===== src/rtl/req_arbiter83_if.sv =====
// Purpose: handshake bundle between requesters and the arbiter.
// Ports: en/req/done are driven by the requester side (master).
//        grant/grant_id/busy/timeout are driven by the arbiter (slave).
interface req_arbiter83_if #(
  parameter int N   = 8,
  parameter int IDW = 3
) ();
  logic           en;
  logic [N-1:0]   req;
  logic           done;
  logic [N-1:0]   grant;
  logic [IDW-1:0] grant_id;
  logic           busy;
  logic           timeout;

  modport master (
    output en, req, done,
    input  grant, grant_id, busy, timeout
  );

  modport slave (
    input  en, req, done,
    output grant, grant_id, busy, timeout
  );
endinterface


===== src/rtl/req_arbiter83.sv =====
// Purpose: 8-way arbiter, fixed-priority (highest index) or round-robin; holds one
//   registered grant until done, request drop, en low or a watchdog expiry.
// Latency: req sampled at edge k is granted after edge k; every release is followed by
//   at least one idle cycle. Backpressure: requesters hold req until served.
// Ports: clk, rst (async active-high), bus (slave modport: en, req, done in;
//   grant, grant_id, busy, timeout out).
module req_arbiter83 #(
  parameter int N       = 8,
  parameter int IDW     = 3,
  parameter int RR      = 1,
  parameter int TIMEOUT = 16
) (
  input  logic           clk,
  input  logic           rst,
  req_arbiter83_if.slave bus
);

  localparam int CW = $clog2(TIMEOUT) + 1;
  localparam logic [CW-1:0] CNT_MAX = CW'(TIMEOUT - 1);

  typedef enum logic {IDLE, BUSY} state_t;

  state_t         state, state_nx;
  logic [N-1:0]   grant_q, grant_nx;
  logic [IDW-1:0] id_q, id_nx;
  logic [IDW-1:0] ptr_q, ptr_nx;
  logic [CW-1:0]  cnt_q, cnt_nx;
  logic           to_q, to_nx;

  logic [IDW-1:0] win;
  logic [IDW-1:0] idx;
  logic           found;
  logic           release_now;

  // Winner selection. Round-robin scans upward from rr pointer with the
  // IDW-bit add wrapping 7->0; fixed priority lets the last (highest) set bit win.
  always_comb begin
    win   = '0;
    idx   = '0;
    found = 1'b0;
    if (RR != 0) begin
      for (int i = 0; i < N; i++) begin
        idx = ptr_q + IDW'(i);
        if (!found && bus.req[idx]) begin
          win   = idx;
          found = 1'b1;
        end
      end
    end else begin
      for (int i = 0; i < N; i++) begin
        if (bus.req[i]) begin
          win = IDW'(i);
        end
      end
    end
  end

  assign release_now = !bus.en || bus.done || !bus.req[id_q] || (cnt_q == CNT_MAX);

  always_comb begin
    state_nx = state;
    grant_nx = grant_q;
    id_nx    = id_q;
    ptr_nx   = ptr_q;
    cnt_nx   = cnt_q;
    to_nx    = 1'b0;
    case (state)
      IDLE: begin
        if (bus.en && (|bus.req)) begin
          state_nx = BUSY;
          grant_nx = N'(1) << win;
          id_nx    = win;
          cnt_nx   = '0;
          ptr_nx   = win + 1'b1;
        end
      end
      BUSY: begin
        if (release_now) begin
          state_nx = IDLE;
          grant_nx = '0;
          id_nx    = '0;
          cnt_nx   = '0;
          // Only flag the watchdog when none of the higher-priority causes applied.
          to_nx    = bus.en && !bus.done && bus.req[id_q];
        end else begin
          cnt_nx = cnt_q + 1'b1;
        end
      end
      default: begin
        state_nx = IDLE;
        grant_nx = '0;
        id_nx    = '0;
        cnt_nx   = '0;
      end
    endcase
  end

  always_ff @(posedge clk or posedge rst) begin
    if (rst) begin
      state   <= IDLE;
      grant_q <= '0;
      id_q    <= '0;
      ptr_q   <= '0;
      cnt_q   <= '0;
      to_q    <= 1'b0;
    end else begin
      state   <= state_nx;
      grant_q <= grant_nx;
      id_q    <= id_nx;
      ptr_q   <= ptr_nx;
      cnt_q   <= cnt_nx;
      to_q    <= to_nx;
    end
  end

  assign bus.grant    = grant_q;
  assign bus.grant_id = id_q;
  assign bus.busy     = (state == BUSY);
  assign bus.timeout  = to_q;

endmodule

===== src/flat_wrapper.sv =====
// flat-port wrapper written by rule: the top's interface ports become plain ports
module req_arbiter83_flat 
#(
  parameter int N       = 8,
  parameter int IDW     = 3,
  parameter int RR      = 1,
  parameter int TIMEOUT = 16
)
  (clk, rst, bus_en, bus_req, bus_done, bus_grant, bus_grant_id, bus_busy, bus_timeout);
  req_arbiter83_if #(.N(N), .IDW(IDW)) bus_i ();
  input  logic clk;
  input  logic rst;
  input wire logic [$bits(bus_i.en)-1:0] bus_en;
  input wire logic [$bits(bus_i.req)-1:0] bus_req;
  input wire logic [$bits(bus_i.done)-1:0] bus_done;
  output wire logic [$bits(bus_i.grant)-1:0] bus_grant;
  output wire logic [$bits(bus_i.grant_id)-1:0] bus_grant_id;
  output wire logic [$bits(bus_i.busy)-1:0] bus_busy;
  output wire logic [$bits(bus_i.timeout)-1:0] bus_timeout;
  assign bus_i.en = bus_en;
  assign bus_i.req = bus_req;
  assign bus_i.done = bus_done;
  assign bus_grant = bus_i.grant;
  assign bus_grant_id = bus_i.grant_id;
  assign bus_busy = bus_i.busy;
  assign bus_timeout = bus_i.timeout;
  req_arbiter83 #(.N(N), .IDW(IDW), .RR(RR), .TIMEOUT(TIMEOUT)) u_core (.clk(clk), .rst(rst), .bus(bus_i));
endmodule

===== config.mk =====
export PLATFORM = sky130hd
export DESIGN_NAME = req_arbiter83_flat
export DESIGN_NICKNAME = d
export VERILOG_FILES = /design/src/rtl/req_arbiter83_if.sv /design/src/rtl/req_arbiter83.sv /design/src/flat_wrapper.sv
export SDC_FILE = /design/constraint.sdc
export NUM_CORES = 1
export LEC_CHECK = 0
export ABC_CLOCK_PERIOD_IN_PS = 5360
export CAP_MARGIN = 15
export CORE_MARGIN = 4
export CORE_UTILIZATION = 40
export DETAILED_ROUTE_END_ITERATION = 7
export PLACE_DENSITY = 0.71
export SLEW_MARGIN = 20
export SYNTH_ARGS = -nofsm -noshare
export SYNTH_HDL_FRONTEND = slang
export SYNTH_SLANG_ARGS = --single-unit

===== constraint.sdc =====
create_clock -name clk -period 5.36 [get_ports clk]
set_input_delay 1.608 -clock clk [delete_from_list [all_inputs] [get_ports clk]]
set_output_delay 1.608 -clock clk [all_outputs]
set_load 0.05 [all_outputs]

==> impl_metrics.csv <==
group,metric,value,unit
status,status,"finished, final reports clean",
grt,grtUsageTotal,16.7,%
synthesis,seq_area_frac_synth,26.6,%
power,switchingPower,815,uW
clock_network,cts_resized,0,
detailed_routing,drt-wirelength-per-cell,16.9,um
clock_network,cts-root-buf,"clkbuf_8",
flow_run,cap_violations,0,
clock_network,htree_levels,1,
synthesis,netlist_area,1970,um2
timing,setup_viol,0,
worst_setup_path,end_kind,"flop",
timing,hold_violations,0,
worst_setup_path,critical_path_buf_inv_count,1,
worst_setup_path,path_max_fanout,9,
synthesis,yosysWarnings,0,
worst_setup_path,crit_path_start_kind,"input port",
detailed_routing,drt_first_pass_iters,4,
detailed_routing,post-route-drc-count,0,
power,clkPwrFrac,6.5,%
grt,first_global_vias,1653,
die,io_pins,25,
detailed_routing,dr_total_vias,1631,
grt,antenna_found_initial,0,
synthesis,synth_edf_count,0,
synthesis,synthDistinctLibCells,47,
clock_network,clock_latency,260,ps
grt,grt_util_met1,23.7,%
worst_setup_path,cp_slowest_stage_delay,580,ps
cells_and_area,drive_above_1_share,13.4,%
grt,grt_util_met3,1.61,%
synthesis,synthMostInstantiatedCell,"dfrtp_1",
worst_setup_path,cpMostUsedCell,"ha_1",
timing,period_share,83.8,%
die,initial_core_util,41.5,%
detailed_routing,drt_wl_total,4.67,mm
cells_and_area,syn2layout_area_growth,15.3,%
synthesis,synthTopCellsByCount,"dfrtp_1 (21), nand2_1 (19), o21ai_0 (15)",
hold_path,hold_depth,2,
die,die_area,6120,um2
hold_path,hp-class,"flop to flop",
worst_setup_path,worst-setup-path-type,"input port to flop",
timing,worst_slew_margin_rel,41.0,%
grt,grt_max_degree,24,
placed_design,dpl.hpwl,3.57,mm
synthesis,yosys_most_used_dff,"dfrtp_1",
power,leakage,0.000931,uW
clock_network,ctsHoldBuffers,0,
die,coreArea,4750,um2
cells_and_area,final_util,47.9,%
placed_design,place_congestion,0.884,
grt,grt_pass1_wl,8.34,mm
worst_setup_path,critPathTopFamily,"multiplexers",
synthesis,async_reset_ff_share,100,%
synthesis,synth_seq_cells,21,
power,p_int,794,uW
timing,slew_violations,0,
synthesis,synth_nets,212,
synthesis,yosys-top-cells-area,"dfrtp_1 (27%), mux4_2 (10%), mux4_1 (8.0%)",
power,peakVddDrop,480,uV
worst_setup_path,critical_path_arrival,4610,ps
timing,min_period,4490,ps
cells_and_area,antenna_cells,0,
synthesis,synth_top_area_share,26.6,%
cells_and_area,nNetsFinal,231,
detailed_routing,ant_nets,0,
timing,skew,3.29,ps
worst_setup_path,rr_worst_depth,12,
die,dieHeight,78.2,um
power,seqPwrFrac,17.0,%
worst_setup_path,cp.depth,11,
worst_setup_path,cp.required,5470,ps
placed_design,portBuffers,24,
clock_network,cts_tree,"done",
timing,fmax,0.223,GHz
worst_setup_path,crit_slowest_cell,"mux4_2",
clock_network,numCtsBuffers,3,
timing,worst_pin_slew,881,ps
detailed_routing,dr.first_iter.drc_count,127,
synthesis,synthCells,191,
power,p_per_area,707,nW/um2
die,fp.dieW,78.2,um
synthesis,yosys.area.top_type,"dfrtp_1",
clock_network,clk_pin_slew,80,ps
timing,fin_setup_tns,0,ps
clock_network,cts_max_path_buffers,2,
grt,busiest_layer,"met2",
synthesis,syn_avg_cell_area,10.3,um2
clock_network,postCtsSetupRepairBufs,0,
clock_network,clkSinkCount,21,
worst_setup_path,path_cells,"clkdlybuf4s50_1, mux4_2, mux2_2, nand2b_1, a211oi_1, nor3_1, a21oi_1, ha_1, ha_1, nand2_1, o21ai_0",
power,p_sw_share,50.6,%
timing,rsz0062_at_grt,"no",
power,combPwrFrac,76.5,%
grt,grt_use_met2,26.1,%
grt,gr-total-overflow,0,
die,fp-row-count,25,
detailed_routing,viasPerCell,5.91,
## final timing paths
kind | slack (ps) | start | to
hold / removal | 500 | u_core.bus.grant[4] | u_core.bus.grant[4]
setup reg to reg | 1110 | u_core.ptr_q[1] | u_core.ptr_q[2]
hold reg to reg | 500 | u_core.bus.grant[4] | u_core.bus.grant[4]
min in group asynchronous | 1790 | rst | u_core.cnt_q[0]
setup / recovery | 870 | bus_req[6] | u_core.ptr_q[2]
max in group asynchronous | 3080 | rst | u_core.ptr_q[1]
## registers in the layout, indices dropped and copies added, names as in the netlist
name                 count
u_core.cnt_q             5
u_core.bus.grant_id      3
u_core.bus.grant         8
u_core.bus.timeout       1
u_core.bus.busy          1
u_core.ptr_q             3
## kinds of logic after synthesis
logic type / count (synthesis) / share of synthesized area (%)
XOR/XNOR: 3 / 1.33
adder cells (fa/ha/maj): 9 / 5.71
flip-flops: 21 / 26.6
multiplexers: 34 / 28.3
AND/OR/NAND/NOR: 44 / 11.2
buffers and inverters: 24 / 6.28
AO/OA/AOI/OAI: 56 / 20.5
## final cells by class
| class | instances | area [um2] |
|---|---|---|
| fill | 458 | 2480 |
| clock inverter | 1 | 5.00 |
| tap | 67 | 83.8 |
| inverter | 13 | 48.8 |
| clock buffer | 3 | 41.3 |
| sequential | 21 | 526 |
| multi-input combinational | 146 | 1320 |
| timing repair buffer | 25 | 248 |
## tightest hold or removal path, delay by kind of cell (launching register included)
kind | cells | cell delay, ps
compound gates | 1 | 60
simple gates | 1 | 50
flops | 1 | 350
## through the flow
stage | hold slack [ps] | cells | power [uW] | worst slack (ps) | instance area (um2)
final | 495 | 276 | 1610 | 866 | 2280
after detailed placement | 475 | 272 | 1490 | 635 | 2230
after global routing | 531 | 276 | 1750 | 611 | 2280
after floorplan | 450 | 191 | 1250 | 1600 | 1970
after CTS | 500 | 276 | 1610 | 899 | 2280
after global placement | 463 | 272 | 1490 | 665 | 2230
## cell usage in the layout, fill, tap and decap left out, drive strengths merged, types with 7 or more instances in the layout
master / netlist / layout
a21oi: 10 / 10
clkdlybuf4s50: 0 / 24
dfrtp: 21 / 21
ha: 9 / 9
inv: 13 / 13
mux2: 7 / 7
mux2i: 12 / 12
mux4: 15 / 15
nand2: 19 / 19
o21ai: 20 / 20
## layer usage
layer	share of wire, %	up-vias	wire, um
li1	-	775	-
met3	3.4	12	159
met4	3.1	0	146
met5	0	-	0
met2	48	44	2240
met1	46	800	2130
## power groups by stage
stage / combinational, uW / sequential (uW) / clock [uW]
global placement: 1220 / 275 / 0
detailed placement: 1220 / 275 / 0
global route: 1350 / 283 / 113
finish: 1230 / 273 / 105
CTS: 1230 / 273 / 108
floorplan: 903 / 351 / 0
Power figures use the tool's default switching activity.
